==> config.mk <==
export PLATFORM = sky130hd
export DESIGN_NAME = uart_reg_bridge
export DESIGN_NICKNAME = d
export VERILOG_FILES = /design/src/rtl/uart_reg_bridge.sv
export SDC_FILE = /design/constraint.sdc
export NUM_CORES = 1
export LEC_CHECK = 0
export ABC_CLOCK_PERIOD_IN_PS = 3330
export BUFFER_PORTS_ARGS = -buffer_cell sky130_fd_sc_hd__buf_2
export CAP_MARGIN = 0
export CORE_MARGIN = 10
export CORE_UTILIZATION = 55
export DETAILED_ROUTE_END_ITERATION = 6
export PLACE_DENSITY = 0.82
export SETUP_SLACK_MARGIN = 0.3
export SYNTH_ARGS = -nofsm -noshare
export SYNTH_HDL_FRONTEND = slang
export SYNTH_SLANG_ARGS = --single-unit
==> constraint.sdc <==
create_clock -name clk -period 3.33 [get_ports clk]
set_input_delay 0.4995 -clock clk [delete_from_list [all_inputs] [get_ports clk]]
set_output_delay 0.4995 -clock clk [all_outputs]
set_load 0.02 [all_outputs]
==> src/rtl/uart_reg_bridge.sv <==
// uart_reg_bridge: turns command bytes from the UART RX byte interface into
// single-register read/write transactions on a 7-bit-address register bus.
// A command byte with bit7=1 is a write: the next byte is the data. A command
// byte with bit7=0 is a read: the register value is returned over UART TX.
// Optional feature macro WR_ACK_EN: after each completed write, send ACK_BYTE.
module uart_reg_bridge #(
  parameter logic [15:0] TIMEOUT = 16'd50000
`ifdef WR_ACK_EN
  ,
  parameter logic [7:0]  ACK_BYTE = 8'hA5
`endif
) (
  input  logic       clk,
  input  logic       nRst,
  input  logic       rx_valid,
  input  logic [7:0] rx_data,
  input  logic       tx_busy,
  output logic       tx_start,
  output logic [7:0] tx_data,
  output logic [6:0] reg_addr,
  output logic [7:0] reg_wdata,
  output logic       reg_we,
  output logic       reg_re,
  input  logic [7:0] reg_rdata,
  output logic       err_timeout,
  output logic       err_overrun
);

  localparam int unsigned CNT_W  = 16;
  localparam int unsigned ADDR_W = 7;
  localparam int unsigned DATA_W = 8;

  typedef enum logic [2:0] {
    S_IDLE,
    S_WDATA,
    S_RCAP,
    S_SEND,
    S_SWAIT
  } state_t;

  state_t              state_q, state_d;
  logic [CNT_W-1:0]    cnt_q, cnt_d;
  logic                seen_busy_q, seen_busy_d;
  logic                tx_start_q, tx_start_d;
  logic [DATA_W-1:0]   tx_data_q, tx_data_d;
  logic [ADDR_W-1:0]   reg_addr_q, reg_addr_d;
  logic [DATA_W-1:0]   reg_wdata_q, reg_wdata_d;
  logic                reg_we_q, reg_we_d;
  logic                reg_re_q, reg_re_d;
  logic                err_timeout_q, err_timeout_d;
  logic                err_overrun_q, err_overrun_d;

  assign tx_start    = tx_start_q;
  assign tx_data     = tx_data_q;
  assign reg_addr    = reg_addr_q;
  assign reg_wdata   = reg_wdata_q;
  assign reg_we      = reg_we_q;
  assign reg_re      = reg_re_q;
  assign err_timeout = err_timeout_q;
  assign err_overrun = err_overrun_q;

  // State register and all registered outputs.
  always_ff @(posedge clk or negedge nRst) begin
    if (!nRst) begin
      state_q       <= S_IDLE;
      cnt_q         <= '0;
      seen_busy_q   <= 1'b0;
      tx_start_q    <= 1'b0;
      tx_data_q     <= '0;
      reg_addr_q    <= '0;
      reg_wdata_q   <= '0;
      reg_we_q      <= 1'b0;
      reg_re_q      <= 1'b0;
      err_timeout_q <= 1'b0;
      err_overrun_q <= 1'b0;
    end else begin
      state_q       <= state_d;
      cnt_q         <= cnt_d;
      seen_busy_q   <= seen_busy_d;
      tx_start_q    <= tx_start_d;
      tx_data_q     <= tx_data_d;
      reg_addr_q    <= reg_addr_d;
      reg_wdata_q   <= reg_wdata_d;
      reg_we_q      <= reg_we_d;
      reg_re_q      <= reg_re_d;
      err_timeout_q <= err_timeout_d;
      err_overrun_q <= err_overrun_d;
    end
  end

  // Next-state and output decode for the command parser.
  always_comb begin
    state_d       = state_q;
    cnt_d         = '0;
    seen_busy_d   = seen_busy_q;
    tx_start_d    = 1'b0;
    tx_data_d     = tx_data_q;
    reg_addr_d    = reg_addr_q;
    reg_wdata_d   = reg_wdata_q;
    reg_we_d      = 1'b0;
    reg_re_d      = 1'b0;
    err_timeout_d = 1'b0;
    err_overrun_d = 1'b0;

    case (state_q)
      S_IDLE: begin
        if (rx_valid) begin
          reg_addr_d = rx_data[ADDR_W-1:0];
          if (rx_data[7]) begin
            state_d = S_WDATA;
          end else begin
            reg_re_d = 1'b1;
            state_d  = S_RCAP;
          end
        end
      end

      S_WDATA: begin
        cnt_d = cnt_q + CNT_W'(1);
        if (rx_valid) begin
          // A byte arriving on the expiry cycle still completes the write.
          reg_wdata_d = rx_data;
          reg_we_d    = 1'b1;
`ifdef WR_ACK_EN
          tx_data_d   = ACK_BYTE;
          state_d     = S_SEND;
`else
          state_d     = S_IDLE;
`endif
        end else if (cnt_q == TIMEOUT - CNT_W'(1)) begin
          err_timeout_d = 1'b1;
          state_d       = S_IDLE;
        end
      end

      S_RCAP: begin
        err_overrun_d = rx_valid;
        // First RCAP cycle carries reg_re; read data is valid on the second,
        // where it is captured and the transmit request is issued directly
        // when the UART is free so the response starts three cycles after
        // the command byte.
        if (!reg_re_q) begin
          tx_data_d = reg_rdata;
          if (!tx_busy) begin
            tx_start_d  = 1'b1;
            seen_busy_d = 1'b0;
            state_d     = S_SWAIT;
          end else begin
            state_d = S_SEND;
          end
        end
      end

      S_SEND: begin
        err_overrun_d = rx_valid;
        if (!tx_busy) begin
          tx_start_d  = 1'b1;
          seen_busy_d = 1'b0;
          state_d     = S_SWAIT;
        end
      end

      S_SWAIT: begin
        err_overrun_d = rx_valid;
        // busy only rises the cycle after tx_start, so require a high first.
        if (tx_busy) begin
          seen_busy_d = 1'b1;
        end else if (seen_busy_q) begin
          state_d = S_IDLE;
        end
      end

      default: begin
        state_d = S_IDLE;
      end
    endcase
  end

endmodule
* Word level (Yosys, flattened, before mapping)
Cells that the tools add are included.
Word-level totals: bits in registers 48, bits of input ports 20, logic and storage cells 60
Cells by class: add/sub/neg operators 1, eq/ne operators 12, muxes and demuxes 27, bitwise operators 1, reductions and logical operators 8
Operators with widths (number):
- two-way mux 3 bit | 8
- adder 16 x 1 -> 16 bit (second input constant) | 1
- == test 16 bit (second input constant) | 1
- two-way mux 16 bit | 1
- case mux 3 bit (5 select lines) | 1
- two-way mux 1 bit | 14
- inequality test 2 bit (second input constant) | 6
- == test 3 x 2 -> 1 bit (second input constant) | 2
- AND reduction 2 bit | 3
- AND reduction 6 bit | 1
- == test 3 x 1 -> 1 bit (second input constant) | 1
- == test 3 bit (second input constant) | 1
- logical NOT 3 bit | 1
- inequality test 3 bit (second input constant) | 1
- case mux 1 bit (3 select lines) | 1
- AND reduction 3 bit | 1
- nonzero test 3 bit | 1
- OR reduction 3 bit | 1
- two-way mux 2 bit | 1
- case mux 1 bit (2 select lines) | 1
- inverter 1 bit | 1

* Logic depth before layout (Yosys ltp)
depth after elaboration 4, gate-level depth with buffers 6

* Least setup slack after synthesis
OpenSTA, ideal clock, no wires.
path type flip-flop to flip-flop, start register state_q[2], end register reg_wdata_q[0] (netlist: reg_wdata[0]), arrival time 1.490 ns, setup slack 1.715 ns, cell stages (with the launch flop) 6, period minus slack after synthesis 1.615 ns, cell sequence dfrtp_1 -> buf_4 -> or3b_1 -> buf_6 -> nor2_8 -> mux2_2
Between the ends: cells in the longest elaborated chain, start to end 2
Ends and longest elaborated chain:
- from (decl) | RTL line 41 | state_t state_q, state_d;
- from (signal assigned) | RTL line 77 | state_q <= state_d;
- == test 3 x 1 -> 1 bit | RTL line 105 | case (state_q)
- AND reduction 2 bit (no line)
- to (signal assigned) | RTL line 83 | reg_wdata_q <= reg_wdata_d;
- to (decl) | RTL line 47 | logic [DATA_W-1:0] reg_wdata_q, reg_wdata_d;
No other way between the ends. A chain may end at the register's enable or synchronous reset.

* Final worst setup path
start register state_q[2], end register reg_wdata_q[7] (netlist: reg_wdata[7])
Same word-level chain as after synthesis.

==> impl_results.md <==
- Hpwl dp: 3050 um
- First-pass GRT wire length: 7070 um
- Vias in the first global route: 1532
- CP Class: flop to flop
- GRT Residual Overflow: 0
- Top cell type's share of synthesized area: 0.578
- Commonest cells in the netlist: dfrtp_1 (48), mux2_2 (23), nor2_1 (18)
- Synth unique cells: 37
- Ys async rst share: 1.00
- Setup bufs post-CTS: 0
- Largest area contributor in the netlist: dfrtp_1
- Worst setup SP type: flop
- Die Wd: 81.5 um
- Crit-path cells: or3b_1, nor2_8, mux2_2
- VDD IR max: 580 uV
- Worst-path clk slew: 80 ps
- Final worst slack: 1370 ps
- Synthesized area: 2080 um2
- Critical Path Sink Type: flop
- Largest net degree at the start of global routing: 49
- Sw Ratio: 0.358
- Status: completed
- Final Cycle Share: 0.590
- Resize count post-CTS: 0
- Slowest CP cell: or3b_1
- PwrDens: 884 nW/um2
- Slew margin rel.: 0.317
- Reg power frac: 0.406
- Ratio of cells with drive above 1 in the final layout: 0.390
- GR Util All Layers: 0.136
- Place WS: 1350 ps
- Comb power frac: 0.373
- Synth Net Count: 189
- Drt via density: 5.34
- CTS tree: built
- Worst min path class: primary input to async pin
- Clock buffer depth: 2
- Switching power: 0.000783 W
- Part of the power in the clock network: 0.221
- Initial antenna violation count: 0
- Ports: 48
- Total power: 0.00219 W
- Routability cong.: 0.778
- Count leader, synth: dfrtp_1
- Sequential element share of the synthesized area: 0.578
- RSZ-0062 raised after global routing: false
- Full die area: 6630 um2
- Seq cells post-synth: 48
- Crit path required time: 3520 ps
- Worst slew pin tran: 1020 ps
- Number of H-tree levels: 2
- Crit Path Max Fanout: 19
- Yosys warns: 0
- Synth Flop Type: dfrtp_1
- Port bufs: 47
- Initial Util: 0.567
- Final hold viol count: 0
- Final #Nets: 239
- Fmax: 509 MHz
- DIE HEIGHT: 81.5 um
- Crit path DAT: 2150 ps
- CTS root buffer: clkbuf_8
- EDFF count, synth: 0
- Pleak: 1.11 nW
- Core Area: 3660 um2
- Critical Path Max Stage Delay: 720 ps
- Clk Latency, worst-skew pair: 300 ps
- TritonRoute pass-1 iters: 4
- Site Rows: 22
- Area contributors post-synth: dfrtp_1 (58%), mux2_2 (12%), xnor2_1 (3.8%), nor2_1 (3.3%), a21oi_1 (1.7%)
- Minimum clock period: 1960 ps
- Slew Viols, Final: 0
- FILL cells: 290
- Finished Cell Area: 2470 um2
- Via count: 1421
- DP Area: 2340 um2
- Total wire length: 4150 um
- Routed Antenna Nets: 0
- Synthesis-to-finish area growth: 19.1%
- # DRC: 0
- Setup_tns: 0 ps
- Antenna Cells: 0
- Initial DRC count: 94
- Clk sinks: 48
- Int Power: 0.00140 W
- Avg WL per Cell: 15.6 um
- Max cap viols: 0
- Final setup viols: 0
- Syn avg cell area: 12.4 um2
- Post-synthesis instance total: 168
- Layout Skew: 5.89 ps
- Total CTS buffers: 5
- CTS Hold Bufs: 0
worst paths after layout:
check                                           endpoint                   start  slack, ps  cells after the start
worst max-delay path            reg_wdata[7]$_DFFE_PN0P_  state_q[2]$_DFFE_PN0P_       1370                      3
worst max register to register  reg_wdata[7]$_DFFE_PN0P_  state_q[2]$_DFFE_PN0P_       1370                      3
max in group asynchronous             cnt_q[7]$_DFF_PN0_                    nRst       2330                      1
worst min-delay path              tx_data[1]$_DFFE_PN0P_                    nRst        370                      1
worst min register to register        cnt_q[0]$_DFF_PN0_      cnt_q[0]$_DFF_PN0_        510                      1
min in group clk                        reg_re$_DFF_PN0_              rx_data[7]        420                      2
cells by family after synthesis:
logic type	share of synthesized area
simple gates	0.164
flops	0.578
mux	0.134
compound gates	0.0488
buf+inv	0.0259
xor+xnor	0.0422
fa+ha+maj	0.00602
final cells by class:
class | count | area (um2) | area share
Clock buffer | 5 | 68.8 | 0.0278
Clock inverter | 2 | 60.1 | 0.0243
Inverter | 7 | 26.3 | 0.0106
Sequential cell | 48 | 1200 | 0.486
Timing Repair Buffer | 47 | 235 | 0.0951
Multi-Input combinational cell | 109 | 822 | 0.332
Tap cell | 48 | 60.1 | 0.0243
through the flow:
| step | instances | hold WS [ps] | util |
|---|---|---|---|
| finish | 266 | 372 | 0.676 |
| global route | 266 | 410 | 0.676 |
| CTS | 266 | 401 | 0.676 |
| detailed placement | 259 | 490 | 0.640 |
| global placement | 259 | 475 | 0.640 |
| floorplan | 168 | 204 | - |
critical path: cells and delay by family (launching register included):
kind          cells  cell delay (ps)
flops             1              480
mux               1              360
simple gates      2             1000
layout by cell type, fill, tap and decap left out, types with 2 or more instances in the layout:
cell type  Yosys  final
nand4_1        3      3
nor3_1         6      6
nor2_1        18     18
buf_2          1     47
nor4_1         3      3
clkbuf_8       0      5
nor2b_1        2      2
bufinv_16      0      2
nand2_1        4      4
o21ai_0        5      5
dfrtp_1       48     48
a21oi_1        7      7
xnor2_1        9      9
nor4bb_1       2      2
mux2i_1        2      2
nand3_1        4      4
mux2_2        23     23
or3_1          3      3
or2_2          2      2
inv_1          7      7
sequential cells by signal, summed over array words and instances, names as in the netlist:
name,flops
cnt_q,16
reg_wdata,8
tx_data,8
reg_addr,7
state_q,3
err_overrun,1
err_timeout,1
reg_re,1
reg_we,1
seen_busy_q,1
tx_start,1
metal layers:
metal | up-vias | routed length (um) | track usage
li1 | 689 | - | -
met1 | 686 | 1760 | 0.152
met2 | 40 | 1940 | 0.216
met3 | 6 | 408 | 0.0742
met4 | 0 | 50 | 0.0467
met5 | - | 0 | 0
power by group through the flow:
stage               Clock (W)  Combinational, W  Sequential [W]
floorplan                   0          0.000406         0.00107
global placement            0          0.000810        0.000887
detailed placement          0          0.000829        0.000900
CTS                  0.000493          0.000832        0.000891
global route         0.000515          0.000879        0.000921
finish               0.000483          0.000815        0.000888
No activity file was read; power rests on OpenSTA's default activity.
